**src/rtl/cgra_seq_pkg.sv**
```systemverilog
// Shared types, constants and PC arithmetic for the CGRA program sequencer.
package cgra_seq_pkg;

    typedef enum logic [2:0] {
        IDLE  = 3'd0,
        FETCH = 3'd1,
        ISSUE = 3'd2,
        VWAIT = 3'd3,
        HALT  = 3'd4
    } seq_state_t;

    // Next-pc selection driven by the sequencer FSM.
    typedef enum logic [1:0] {
        PC_HOLD   = 2'd0,
        PC_INC    = 2'd1,
        PC_BRANCH = 2'd2,
        PC_CLEAR  = 2'd3
    } pc_sel_t;

    localparam logic [31:0] NOP_INSTR = 32'h0000_0013;

    // branch_imm holds B-imm[12:1], i.e. a signed half-word offset. The PC counts
    // 32-bit words, so the word offset is branch_imm >>> 1 (arithmetic). The sum is
    // returned at full width; callers truncate to their PC width, which gives the
    // modulo-2^AW wrap in both directions.
    function automatic logic [31:0] pc_branch(input logic [31:0] pc, input logic [11:0] imm);
        logic signed [31:0] off_s;
        off_s = {{20{imm[11]}}, imm};
        off_s = off_s >>> 1;
        return pc + $unsigned(off_s);
    endfunction

endpackage

```
**src/rtl/cgra_instr_sequencer_pc_unit.sv**
```systemverilog
// Program counter register with its next-pc mux (hold / +1 / branch / clear).
module seq_pc_unit
    import cgra_seq_pkg::*;
#(
    parameter int IMEM_AW = 8
) (
    input  logic               clk,
    input  logic               rst,
    input  pc_sel_t            pc_sel,
    input  logic [11:0]        branch_imm,
    output logic [IMEM_AW-1:0] pc,
    output logic [IMEM_AW-1:0] pc_next
);

    logic [IMEM_AW-1:0] pc_r;
    logic               pc_en_s;

    // Next-pc selection; also exported so the fetch address leads the register.
    always_comb begin
        pc_next = pc_r;
        case (pc_sel)
            PC_HOLD:   pc_next = pc_r;
            PC_INC:    pc_next = pc_r + {{(IMEM_AW-1){1'b0}}, 1'b1};
            PC_BRANCH: pc_next = IMEM_AW'(pc_branch(32'(pc_r), branch_imm));
            PC_CLEAR:  pc_next = '0;
            default:   pc_next = pc_r;
        endcase
    end

    assign pc_en_s = (pc_sel != PC_HOLD);

    // Enabled PC register, cleared by reset.
    always_ff @(posedge clk) begin
        if (rst) begin
            pc_r <= '0;
        end else if (pc_en_s) begin
            pc_r <= pc_next;
        end
    end

    assign pc = pc_r;

endmodule

```
**src/rtl/cgra_instr_sequencer.sv**
```systemverilog
// CGRA program sequencer: fetches instruction words, presents them one at a time
// to the decoder, stalls on vector ops, resolves bne and stops on wfi.
module cgra_instr_sequencer
    import cgra_seq_pkg::*;
#(
    parameter int IMEM_AW     = 8,
    parameter int DWIDTH_INST = 32,
    parameter int CNT_W       = 32
) (
    input  logic                   clk,
    input  logic                   rst,
    input  logic                   ap_start,
    output logic                   imem_en,
    output logic [IMEM_AW-1:0]     imem_addr,
    input  logic [DWIDTH_INST-1:0] imem_rdata,
    output logic [DWIDTH_INST-1:0] instr,
    output logic                   instr_valid,
    input  logic                   is_not_vect,
    input  logic                   is_bne,
    input  logic                   branch_taken,
    input  logic [11:0]            branch_imm,
    input  logic                   dec_ap_done,
    input  logic                   vec_done,
    output logic                   busy,
    output logic                   ap_done,
    output logic [IMEM_AW-1:0]     pc,
    output logic [CNT_W-1:0]       instr_count,
    output logic [CNT_W-1:0]       stall_count
);

    seq_state_t             state_r;
    seq_state_t             state_next_s;
    pc_sel_t                pc_sel_s;
    logic                   imem_en_s;
    logic [IMEM_AW-1:0]     pc_next_s;
    logic [DWIDTH_INST-1:0] instr_r;
    logic                   instr_valid_r;
    logic                   busy_r;
    logic                   ap_done_r;
    logic [CNT_W-1:0]       instr_cnt_r;
    logic [CNT_W-1:0]       stall_cnt_r;

    seq_pc_unit #(
        .IMEM_AW (IMEM_AW)
    ) u_pc (
        .clk        (clk),
        .rst        (rst),
        .pc_sel     (pc_sel_s),
        .branch_imm (branch_imm),
        .pc         (pc),
        .pc_next    (pc_next_s)
    );

    // State register.
    always_ff @(posedge clk) begin
        if (rst) begin
            state_r <= IDLE;
        end else begin
            state_r <= state_next_s;
        end
    end

    // Next state, pc selection and memory read request. The read is issued in the
    // cycle that leaves for FETCH so the word is on imem_rdata during FETCH.
    always_comb begin
        state_next_s = state_r;
        pc_sel_s     = PC_HOLD;
        imem_en_s    = 1'b0;
        case (state_r)
            IDLE: begin
                if (ap_start) begin
                    pc_sel_s     = PC_CLEAR;
                    imem_en_s    = 1'b1;
                    state_next_s = FETCH;
                end else begin
                    state_next_s = IDLE;
                end
            end
            FETCH: begin
                state_next_s = ISSUE;
            end
            ISSUE: begin
                if (dec_ap_done) begin
                    state_next_s = HALT;
                end else if (!is_not_vect) begin
                    pc_sel_s = PC_INC;
                    if (vec_done) begin
                        imem_en_s    = 1'b1;
                        state_next_s = FETCH;
                    end else begin
                        state_next_s = VWAIT;
                    end
                end else if (is_bne && branch_taken) begin
                    pc_sel_s     = PC_BRANCH;
                    imem_en_s    = 1'b1;
                    state_next_s = FETCH;
                end else begin
                    pc_sel_s     = PC_INC;
                    imem_en_s    = 1'b1;
                    state_next_s = FETCH;
                end
            end
            VWAIT: begin
                if (vec_done) begin
                    imem_en_s    = 1'b1;
                    state_next_s = FETCH;
                end else begin
                    state_next_s = VWAIT;
                end
            end
            HALT: begin
                state_next_s = IDLE;
            end
            default: begin
                state_next_s = IDLE;
            end
        endcase
    end

    // Registered decoder-facing outputs: instr holds the fetched word only while issuing.
    always_ff @(posedge clk) begin
        if (rst) begin
            instr_r       <= DWIDTH_INST'(NOP_INSTR);
            instr_valid_r <= 1'b0;
            busy_r        <= 1'b0;
            ap_done_r     <= 1'b0;
        end else begin
            instr_r       <= (state_r == FETCH) ? imem_rdata : DWIDTH_INST'(NOP_INSTR);
            instr_valid_r <= (state_next_s == ISSUE);
            busy_r        <= (state_next_s != IDLE);
            ap_done_r     <= (state_r == HALT);
        end
    end

    // Saturating performance counters, cleared only by reset or an accepted start.
    always_ff @(posedge clk) begin
        if (rst) begin
            instr_cnt_r <= '0;
            stall_cnt_r <= '0;
        end else if ((state_r == IDLE) && ap_start) begin
            instr_cnt_r <= '0;
            stall_cnt_r <= '0;
        end else begin
            if ((state_r == ISSUE) && !(&instr_cnt_r)) begin
                instr_cnt_r <= instr_cnt_r + {{(CNT_W-1){1'b0}}, 1'b1};
            end
            if ((state_r == VWAIT) && !(&stall_cnt_r)) begin
                stall_cnt_r <= stall_cnt_r + {{(CNT_W-1){1'b0}}, 1'b1};
            end
        end
    end

    assign imem_en     = imem_en_s;
    assign imem_addr   = pc_next_s;
    assign instr       = instr_r;
    assign instr_valid = instr_valid_r;
    assign busy        = busy_r;
    assign ap_done     = ap_done_r;
    assign instr_count = instr_cnt_r;
    assign stall_count = stall_cnt_r;

endmodule

```
**config.mk**
```make
export PLATFORM = sky130hd
export DESIGN_NAME = cgra_instr_sequencer
export DESIGN_NICKNAME = d
export VERILOG_FILES = /design/src/rtl/cgra_seq_pkg.sv /design/src/rtl/cgra_instr_sequencer_pc_unit.sv /design/src/rtl/cgra_instr_sequencer.sv
export SDC_FILE = /design/constraint.sdc
export NUM_CORES = 1
export LEC_CHECK = 0
export BUFFER_PORTS_ARGS = -buffer_cell sky130_fd_sc_hd__buf_2
export CAP_MARGIN = 20
export CORE_UTILIZATION = 40
export CTS_CLUSTER_DIAMETER = 50
export CTS_CLUSTER_SIZE = 20
export DETAILED_ROUTE_END_ITERATION = 8
export GPL_TIMING_DRIVEN = 0
export PLACE_DENSITY_LB_ADDON = 0.2
export SETUP_SLACK_MARGIN = 0.2
export SYNTH_ARGS = -nofsm -noshare
export SYNTH_HDL_FRONTEND = slang
export SYNTH_SLANG_ARGS = --single-unit
```
**constraint.sdc**
```tcl
create_clock -name clk -period 5.8 [get_ports clk]
set_input_delay 0.58 -clock clk [delete_from_list [all_inputs] [get_ports clk]]
set_output_delay 0.58 -clock clk [all_outputs]
set_load 0.005 [all_outputs]
```
==> Word level (Yosys, flattened, before mapping) <==
Cells that the tools add are included.
{ "word_totals": {"regBits": 110, "in_bits": 52, "out_inout_bits": 116, "wordCells": 51} }
{ "classes": {"n_addsub": 4, "eq_ne": 8, "n_mux": 16, "bitwise_logic": 1, "n_reduce_logical": 14} }
{ "ops": {"columns": ["operator", "count"], "rows": [
  ["adder 32 x 1 -> 32 bit (second input constant)", 2],
  ["AND reduction 32 bit", 2],
  ["one-hot mux 8 bit (4 select lines)", 1],
  ["one-hot mux 3 bit (4 select lines)", 1],
  ["2-to-1 mux 2 bit", 5],
  ["== test 3 x 2 -> 1 bit (second input constant)", 3],
  ["adder 8 x 1 -> 8 bit (second input constant)", 1],
  ["adder 8 bit", 1],
  ["2-to-1 mux 3 bit", 2],
  ["2-to-1 mux 1 bit", 5],
  ["== test 2 bit (second input constant)", 2],
  ["logical AND 1 bit", 4],
  ["one-hot mux 2 bit (2 select lines)", 1],
  ["OR reduction 2 bit", 2],
  ["== test 3 x 1 -> 1 bit (second input constant)", 1],
  ["== test 3 bit (second input constant)", 1],
  ["zero test 3 bit", 1],
  ["one-hot mux 1 bit (3 select lines)", 1],
  ["nonzero test 3 bit", 1],
  ["== test 2 x 1 -> 1 bit (second input constant)", 1],
  ["zero test 1 bit", 2],
  ["zero test 2 bit", 1],
  ["nonzero test 2 bit", 1],
  ["NOT 1 bit", 1]
]} }

==> Logic depth before layout (Yosys ltp) <==
Gate-level depths: netlist of the first run.
{ "logic_depth": {"ltp_word": 7, "mapped_depth": 8, "mapped_depth_nobuf": 7} }

==> By module <==
A second synthesis of the first run with hierarchy kept.
{ "unflattened": {"cells_unflattened": 602, "area_unflattened_um2": 5263.8} }
{ "modules_own_cells": {"columns": ["module", "n_inst", "cells_per_inst", "area_each_um2"], "rows": [
  ["cgra_instr_sequencer", 1, 506, 4426.7],
  ["seq_pc_unit", 1, 96, 837.1]
]} }

==> Worst setup path before layout of the first run <==
OpenSTA, ideal clock, no wires.
{ "synth_timing": {"kind": "input to output", "from": "input branch_imm[1]", "to": "output imem_addr[6]", "arrival_ns": 2.014, "path_slack_ns": 3.206, "cell_stages": 7, "path_buffers": 0, "path_cell_list": "ha_1 > fa_1 > a211oi_1 > nor2_1 > mux2i_1 > o21ai_0 > a32o_1"} }
{ "synth_via": {"elab_chain_len": 2} }
{ "synth_lines": {"columns": ["item", "line_no", "rtl"], "rows": [
  ["from (decl)", "cgra_instr_sequencer.sv:21", "input logic [11:0] branch_imm,"],
  ["adder 8 bit", "cgra_seq_pkg.sv:30", "return pc + $unsigned(off_s);"],
  ["one-hot mux 8 bit (4 select lines)", "cgra_instr_sequencer_pc_unit.sv:21", "case (pc_sel)"],
  ["to (decl)", "cgra_instr_sequencer.sv:14", "output logic [IMEM_AW-1:0] imem_addr,"]
]} }
Every way passes these cells.

==> Worst setup path after layout of the first run <==
{ "layout_timing": {"from": "register u_pc.pc_r[0] (netlist: u_pc.pc[0])", "to": "output imem_addr[6]"} }
{ "layout_via": {"elab_chain_len": 2} }
{ "layout_lines": {"columns": ["item", "line_no", "rtl"], "rows": [
  ["from (decl)", "cgra_instr_sequencer_pc_unit.sv:15", "logic [IMEM_AW-1:0] pc_r;"],
  ["from (signal assigned)", "cgra_instr_sequencer_pc_unit.sv:37", "pc_r <= pc_next;"],
  ["adder 8 bit / adder 8 x 1 -> 8 bit (equally long branches)", "cgra_seq_pkg.sv:30, cgra_instr_sequencer_pc_unit.sv:23", null],
  ["one-hot mux 8 bit (4 select lines) (*)", "cgra_instr_sequencer_pc_unit.sv:21", null]
]} }
Mark *: on every way between the ends. The rest lies on a longest branch, timed or not.

==> metrics.md, run 1 <==
| Metric | Value |
|---|---|
| Final Hold Vio Count | 0 |
| Layout Skew | 6.46 ps |
| Final cycle utilization of the critical path | 55.3% |
| Static Leak | 2.74 nW |
| Number of rows created at floorplan | 41 |
| Result of the run | finished clean |
| Global routing usage summed across all routing layers | 22.1% |
| Post-Syn Area | 0.00528 mm^2 |
| Data arrival time of the critical path | 2630 ps |
| Critical path launch point type | flop |
| Worst slew margin relative to its limit | 44.9% |
| Number of DRC violations after detailed-routing iteration 0 | 260 |
| Number of buffers inserted by post-CTS setup repair | 0 |
| Number of synthesized register bits | 110 |
| Wire length of the first global-routing pass | 23700 um |
| Avg Synthesized Cell Area | 8.58 um^2 |
| Die Width | 117 um |
| Slew at the pin closest to its max-slew limit | 823 ps |
| Average via count per standard cell | 5.61 |
| Maximum vdd drop | 0.177 mV |
| Final setup violating endpoints | 0 |
| CTS Hold Bufs | 0 |
| Root buffer cell | sky130_fd_sc_hd__clkbuf_16 |
| Vias in the first global route | 4872 |
| Number of distinct library cells after synthesis | 56 |
| Placeable core region | 0.0128 mm^2 |
| Buffers from clock root to sink, at most | 2 |
| Hold slack | 399 ps |
| DRT Wirelength | 14800 um |
| Initial antenna violation count | 0 |
| Pin count of the biggest net entering global routing | 19 |
| Fin nets | 854 |
| Total die area | 0.0137 mm^2 |
| Number of clock buffers inserted by TritonCTS | 9 |
| Category of the critical setup timing path | flop to primary output |
| Final design utilization | 52.2% |
| P&R area growth vs syn | 26.2% |
| Share of final-layout standard cells stronger than drive strength 1 | 25.3% |
| Synthesis Warnings | 0 |
| Clock-pin slew reported for the worst setup and hold paths after clock tree synthesis | 70 ps |
| Detail Placement HPWL | 11000 um |
| Maxcap violations | 0 |
| Number of flops mapped to enable cells by yosys | 0 |
| Routed wirelength normalized by instance count | 15.3 um |
| Total power per unit cell area | 237 mW/mm^2 |
| Path category of the worst min-delay check | primary input to flop |
| Synth Net Count | 679 |
| Total vias in the final route | 5429 |
| Iteration count of the initial detailed-routing pass | 5 |
| Final max-slew violation count | 0 |
| Clock insertion delay at the later pin of the skew report | 360 ps |
| CTS tree | done |
| Routability congestion estimate | 0.861 |
| IO Port Bufs | 162 |
| Initial core utilization | 41.4% |
| Final total negative setup slack | 0 ps |
| Drc violations | 0 |
| Post-synthesis sequential area ratio | 41.7% |
| Y dimension of the die | 117 um |
| Element type at the critical path end | primary output |
| TritonCTS Sinks | 110 |
| Most used DFF post-synth | sky130_fd_sc_hd__dfxtp_1 |
| Share of flip-flops with an asynchronous set or reset after synthesis | 0% |
| H-Tree Level Count | 3 |
| Post-route antenna net violation count | 0 |
| RSZ-0062 raised after global routing | false |
| Critical path fanouts, max | 6 |
| Cells after Synth | 616 |
| Most common cell after layout, fill and taps aside | sky130_fd_sc_hd__buf_2 |
| Leftover overflow at the end of global routing | 0 |
| Critical path data required time | 5220 ps |
| Post-layout minimum cycle time | 3210 ps |
| Top library cells by usage in the layout, fill and taps aside | sky130_fd_sc_hd__buf_2 (174), sky130_fd_sc_hd__dfxtp_1 (110), sky130_fd_sc_hd__a21oi_1 (57) |
| Highest Clock Rate | 312 MHz |
| # IOs | 168 |
| Post-cts resize count | 0 |
path summary, 6_finish.rpt:
kind	slack [ps]	depth (start not counted)	start	endpoint
max	2590	8	u_pc.pc[0]	imem_addr[6]
min	400	2	imem_rdata[1]	instr[1]
min reg2reg	510	2	instr_count[15]	instr_count[15]
max reg2reg	3230	8	instr_count[24]	instr_count[11]
cell usage after synthesis, types with 3 or more instances:
cell                         n  share of area, %
sky130_fd_sc_hd__a211oi_1    5              0.71
sky130_fd_sc_hd__a21o_1      3              0.43
sky130_fd_sc_hd__ha_1       10               2.4
sky130_fd_sc_hd__and2_1     35               4.1
sky130_fd_sc_hd__xor2_1      4              0.66
sky130_fd_sc_hd__or4_1      27               3.8
sky130_fd_sc_hd__o21ai_1     8              0.76
sky130_fd_sc_hd__xnor2_1     6              0.99
sky130_fd_sc_hd__o21ai_0    30               2.8
sky130_fd_sc_hd__buf_2      12               1.1
sky130_fd_sc_hd__a21oi_1    57               5.4
sky130_fd_sc_hd__nor4_1      5              0.59
sky130_fd_sc_hd__nand2_1    50               3.6
sky130_fd_sc_hd__dfxtp_1   110                42
sky130_fd_sc_hd__o211ai_1    5              0.71
sky130_fd_sc_hd__and4_1      9               1.5
sky130_fd_sc_hd__nor3_1      4              0.38
sky130_fd_sc_hd__inv_1       6              0.43
sky130_fd_sc_hd__and3_1     18               2.1
sky130_fd_sc_hd__a31oi_1     4              0.47
sky130_fd_sc_hd__nand4_1    19               2.3
sky130_fd_sc_hd__or3_1      28               3.3
sky130_fd_sc_hd__nand3b_1    3              0.43
sky130_fd_sc_hd__nor2_1     28               2.0
sky130_fd_sc_hd__o31ai_1    25               3.6
sky130_fd_sc_hd__nand3_1    29               2.7
sky130_fd_sc_hd__nor2b_1     7              0.83
sky130_fd_sc_hd__nand2b_1    4              0.47
sky130_fd_sc_hd__mux2i_1     5              0.95
sky130_fd_sc_hd__nand4b_1    3              0.50
sky130_fd_sc_hd__nor4b_1     4              0.66
sky130_fd_sc_hd__clkbuf_1   20               1.4
metal layers:
layer / vias to the layer above / global-route usage, % / routed length [um]
li1: 2658 / - / -
met1: 2554 / 27.2 / 6420
met2: 200 / 36.8 / 7030
met3: 17 / 6.64 / 1160
met4: 0 / 7.26 / 226
met5: - / 0 / 0
worst max-delay path: stages (launching register included):
cell and delay (ps):
sky130_fd_sc_hd__dfxtp_1 370, sky130_fd_sc_hd__ha_1 250, sky130_fd_sc_hd__fa_1 440, sky130_fd_sc_hd__a211oi_1 230, sky130_fd_sc_hd__nor2_1 110, sky130_fd_sc_hd__mux2i_1 120
sky130_fd_sc_hd__o21ai_0 360, sky130_fd_sc_hd__a32o_1 270, sky130_fd_sc_hd__buf_2 130
area by class of cell:
cell class / instances / area [um^2]
buffer: 33 / 143
timing repair buffer: 164 / 826
antenna: 1 / 2.50
fill: 1221 / 6110
clock inverter: 6 / 116
sequential: 110 / 2200
multi-input combinational: 467 / 2920
clock buffer: 9 / 225
tap: 172 / 215
inverter: 6 / 22.5
per-stage QoR:
stage	total power, mW	instances	area, um^2	setup WS, ps
2_1_floorplan	0.835	616	5280	3210
3_3_place_gp	0.878	950	6310	2720
3_5_place_dp	0.880	951	6320	2680
4_1_cts	1.60	966	6660	2610
5_1_grt	1.64	967	6670	2480
6_report	1.58	968	6670	2590
power by group:
group,switching (mW),internal (mW)
clock,0.292,0.424
sequential,0.00361,0.764
combinational,0.0555,0.0392
total,0.351,1.23
cells by family (layout without fill, tap and decap cells):
kind of cell	after synthesis	in the layout	share of synthesized area [%]
buf+inv	39	218	3.13
compound gates	155	155	18.2
other cells	0	1	0
simple gates	286	286	31.7
fa+ha+maj	11	11	2.75
mux	5	5	0.947
flops	110	110	41.7
xor+xnor	10	10	1.66
state kept, by name, indices dropped and copies added, names as in the netlist:
signal       flops
ap_done          1
busy             1
instr           32
instr_count     32
instr_valid      1
stall_count     32
state_r          3
u_pc.pc          8
No activity file was read; power rests on OpenSTA's default activity.
==> inputs of run 2 (changes only) <==
==> constraint.sdc (replaced) <==
create_clock -name clk -period 3.2 [get_ports clk]
set_input_delay 0.32 -clock clk [delete_from_list [all_inputs] [get_ports clk]]
set_output_delay 0.32 -clock clk [all_outputs]
set_load 0.005 [all_outputs]
==> metrics.md, run 2 (synthesis results as in run 1) <==
| Metric | Value |
|---|---|
| Result of the run | finished clean |
| Total power per unit cell area | 429 mW/mm^2 (+81%) |
| Routability congestion estimate | 0.861 (unchanged) |
| Final setup violating endpoints | 0 (unchanged) |
| Worst slew margin relative to its limit | 45.1% (+0.21 points) |
| Data arrival time of the critical path | 2480 ps (-150 ps) |
| Highest Clock Rate | 357 MHz |
| Drc violations | 0 (unchanged) |
| Critical path data required time | 2880 ps (-2340 ps) |
| Layout Skew | 6.65 ps (+0.195 ps) |
| Average via count per standard cell | 5.59 (-0.27%) |
| Maximum vdd drop | 0.321 mV (+81%) |
| DRT Wirelength | 14800 um (-0.53%) |
| Number of clock buffers inserted by TritonCTS | 9 (unchanged) |
| Critical path launch point type | flop |
| Final total negative setup slack | 0 ps (unchanged) |
| Initial antenna violation count | 0 (unchanged) |
| Most utilized layer in the global route result | met2 |
| # IOs | 168 (unchanged) |
| Initial core utilization | 41.4% (unchanged) |
| Static Leak | 2.74 nW (about the same) |
| Y dimension of the die | 117 um (unchanged) |
| Share of final-layout standard cells stronger than drive strength 1 | 25.3% (unchanged) |
| Met2 routing resource usage after global routing | 36.8% (unchanged) |
| Wire length of the first global-routing pass | 23700 um (unchanged) |
| Number of DRC violations after detailed-routing iteration 0 | 284 (+9.2%) |
| Maxcap violations | 0 (unchanged) |
| Met3 track utilization from global routing | 6.64% (unchanged) |
| Final max-slew violation count | 0 (unchanged) |
| Root buffer cell | sky130_fd_sc_hd__clkbuf_16 |
| Post-route antenna net violation count | 0 (unchanged) |
| Final cycle utilization of the critical path | 87.6% |
| IO Port Bufs | 162 (unchanged) |
| Final setup slack of the worst path | 398 ps (-2200 ps) |
| Global routing usage summed across all routing layers | 22.1% (unchanged) |
| Number of rows created at floorplan | 41 (unchanged) |
| Detail Placement HPWL | 11000 um (unchanged) |
| Critical path fanouts, max | 6 (unchanged) |
| Vias in the first global route | 4872 (unchanged) |
| Buffers from clock root to sink, at most | 2 (unchanged) |
| Fin nets | 854 (unchanged) |
| Pin count of the biggest net entering global routing | 19 (unchanged) |
| Total vias in the final route | 5409 (-0.37%) |
| Most common cell after layout, fill and taps aside | sky130_fd_sc_hd__buf_2 |
| P&R area growth vs syn | 26.3% (about the same) |
| Antenna Diode Count | 0 (-1) |
| Path category of the worst min-delay check | primary input to flop |
| Placeable core region | 0.0128 mm^2 (unchanged) |
| Slew at the pin closest to its max-slew limit | 820 ps (-3.11 ps) |
| Top library cells by usage in the layout, fill and taps aside | sky130_fd_sc_hd__buf_2 (174), sky130_fd_sc_hd__dfxtp_1 (110), sky130_fd_sc_hd__a21oi_1 (57) |
| RSZ-0062 raised after global routing | false |
| Leftover overflow at the end of global routing | 0 (unchanged) |
| Met1 usage in global routing | 27.2% (unchanged) |
| H-Tree Level Count | 3 (unchanged) |
| Final Hold Vio Count | 0 (unchanged) |
| CTS tree | done |
| Clock-pin slew reported for the worst setup and hold paths after clock tree synthesis | 70 ps (about the same) |
| Post-layout minimum cycle time | 2800 ps |
| Die Width | 117 um (unchanged) |
| Iteration count of the initial detailed-routing pass | 5 (unchanged) |
| Total die area | 0.0137 mm^2 (unchanged) |
| Routed wirelength normalized by instance count | 15.3 um (-0.43%) |
| Category of the critical setup timing path | flop to primary output |
| Element type at the critical path end | primary output |
| Clock insertion delay at the later pin of the skew report | 360 ps (about the same) |
| TritonCTS Sinks | 110 (unchanged) |
| Post-Place Worst Slack | 449 ps (-2240 ps) |
[run 2: cell count changes in the layout (fill, tap and decap cells not counted), sizes merged]
cell,previous run,this run
diode,1,0
[run 2: path summary, 6_finish.rpt]
kind / endpoint / slack, ps / start / cells after the start
max: imem_addr[6] / 400 / u_pc.pc[0] / 8
max reg2reg: instr_count[11] / 650 / instr_count[24] / 8
min: instr[1] / 140 / imem_rdata[1] / 2
min reg2reg: instr_count[15] / 500 / instr_count[15] / 2
[run 2: repair_timing]
item                                    4_1_cts  5_1_grt
hold buffers                                  0        0
hold endpoints to repair                      0        0
buffers inserted                              0        0
endpoints found under the setup margin        0        2
gates resized for setup                       0        2
[run 2: final cells by class]
cell class | instances | area [um^2]
clock buffers | 9 | 225
multi-input cells | 467 | 2920
repair buffers | 164 | 826
inverters | 6 | 22.5
plain buffers | 33 | 143
flip-flops and latches | 110 | 2200
fillers | 1222 | 6100
well taps | 172 | 215
clock inverters | 6 | 116
[run 2: worst max-delay path: stages, from the launching register on]
cell and delay [ps]:
sky130_fd_sc_hd__dfxtp_1 370, sky130_fd_sc_hd__ha_1 250, sky130_fd_sc_hd__fa_1 440, sky130_fd_sc_hd__a211oi_1 220, sky130_fd_sc_hd__nor2_1 110, sky130_fd_sc_hd__mux2i_1 160
sky130_fd_sc_hd__o21ai_1 130, sky130_fd_sc_hd__a32o_1 310, sky130_fd_sc_hd__buf_2 130
[run 2: stage by stage]
stage               hold slack (ps)  instance area (um^2)  instances  total power, mW  utilization (%)
floorplan                       421                  5280        616             1.51                -
CTS                             124                  6660        966             2.89             52.1
global route                    134                  6670        967             2.97             52.2
global placement                477                  6310        950             1.59             49.4
finish                          138                  6670        967             2.86             52.2
detailed placement              490                  6320        951             1.60             49.5
[run 2: report_power, final]
part	leakage (nW)	switching, mW	internal [mW]
sequential	0.888	0.00647	1.39
combinational	1.69	0.101	0.0717
clock	0.166	0.529	0.768
total	2.74	0.637	2.23
[run 2: layer usage]
| layer | part of all wire, % | wire length (um) |
|---|---|---|
| met4 | 1.6 | 230 |
| met2 | 48 | 7010 |
| met1 | 43 | 6420 |
| met5 | 0 | 0 |
| met3 | 7.4 | 1100 |
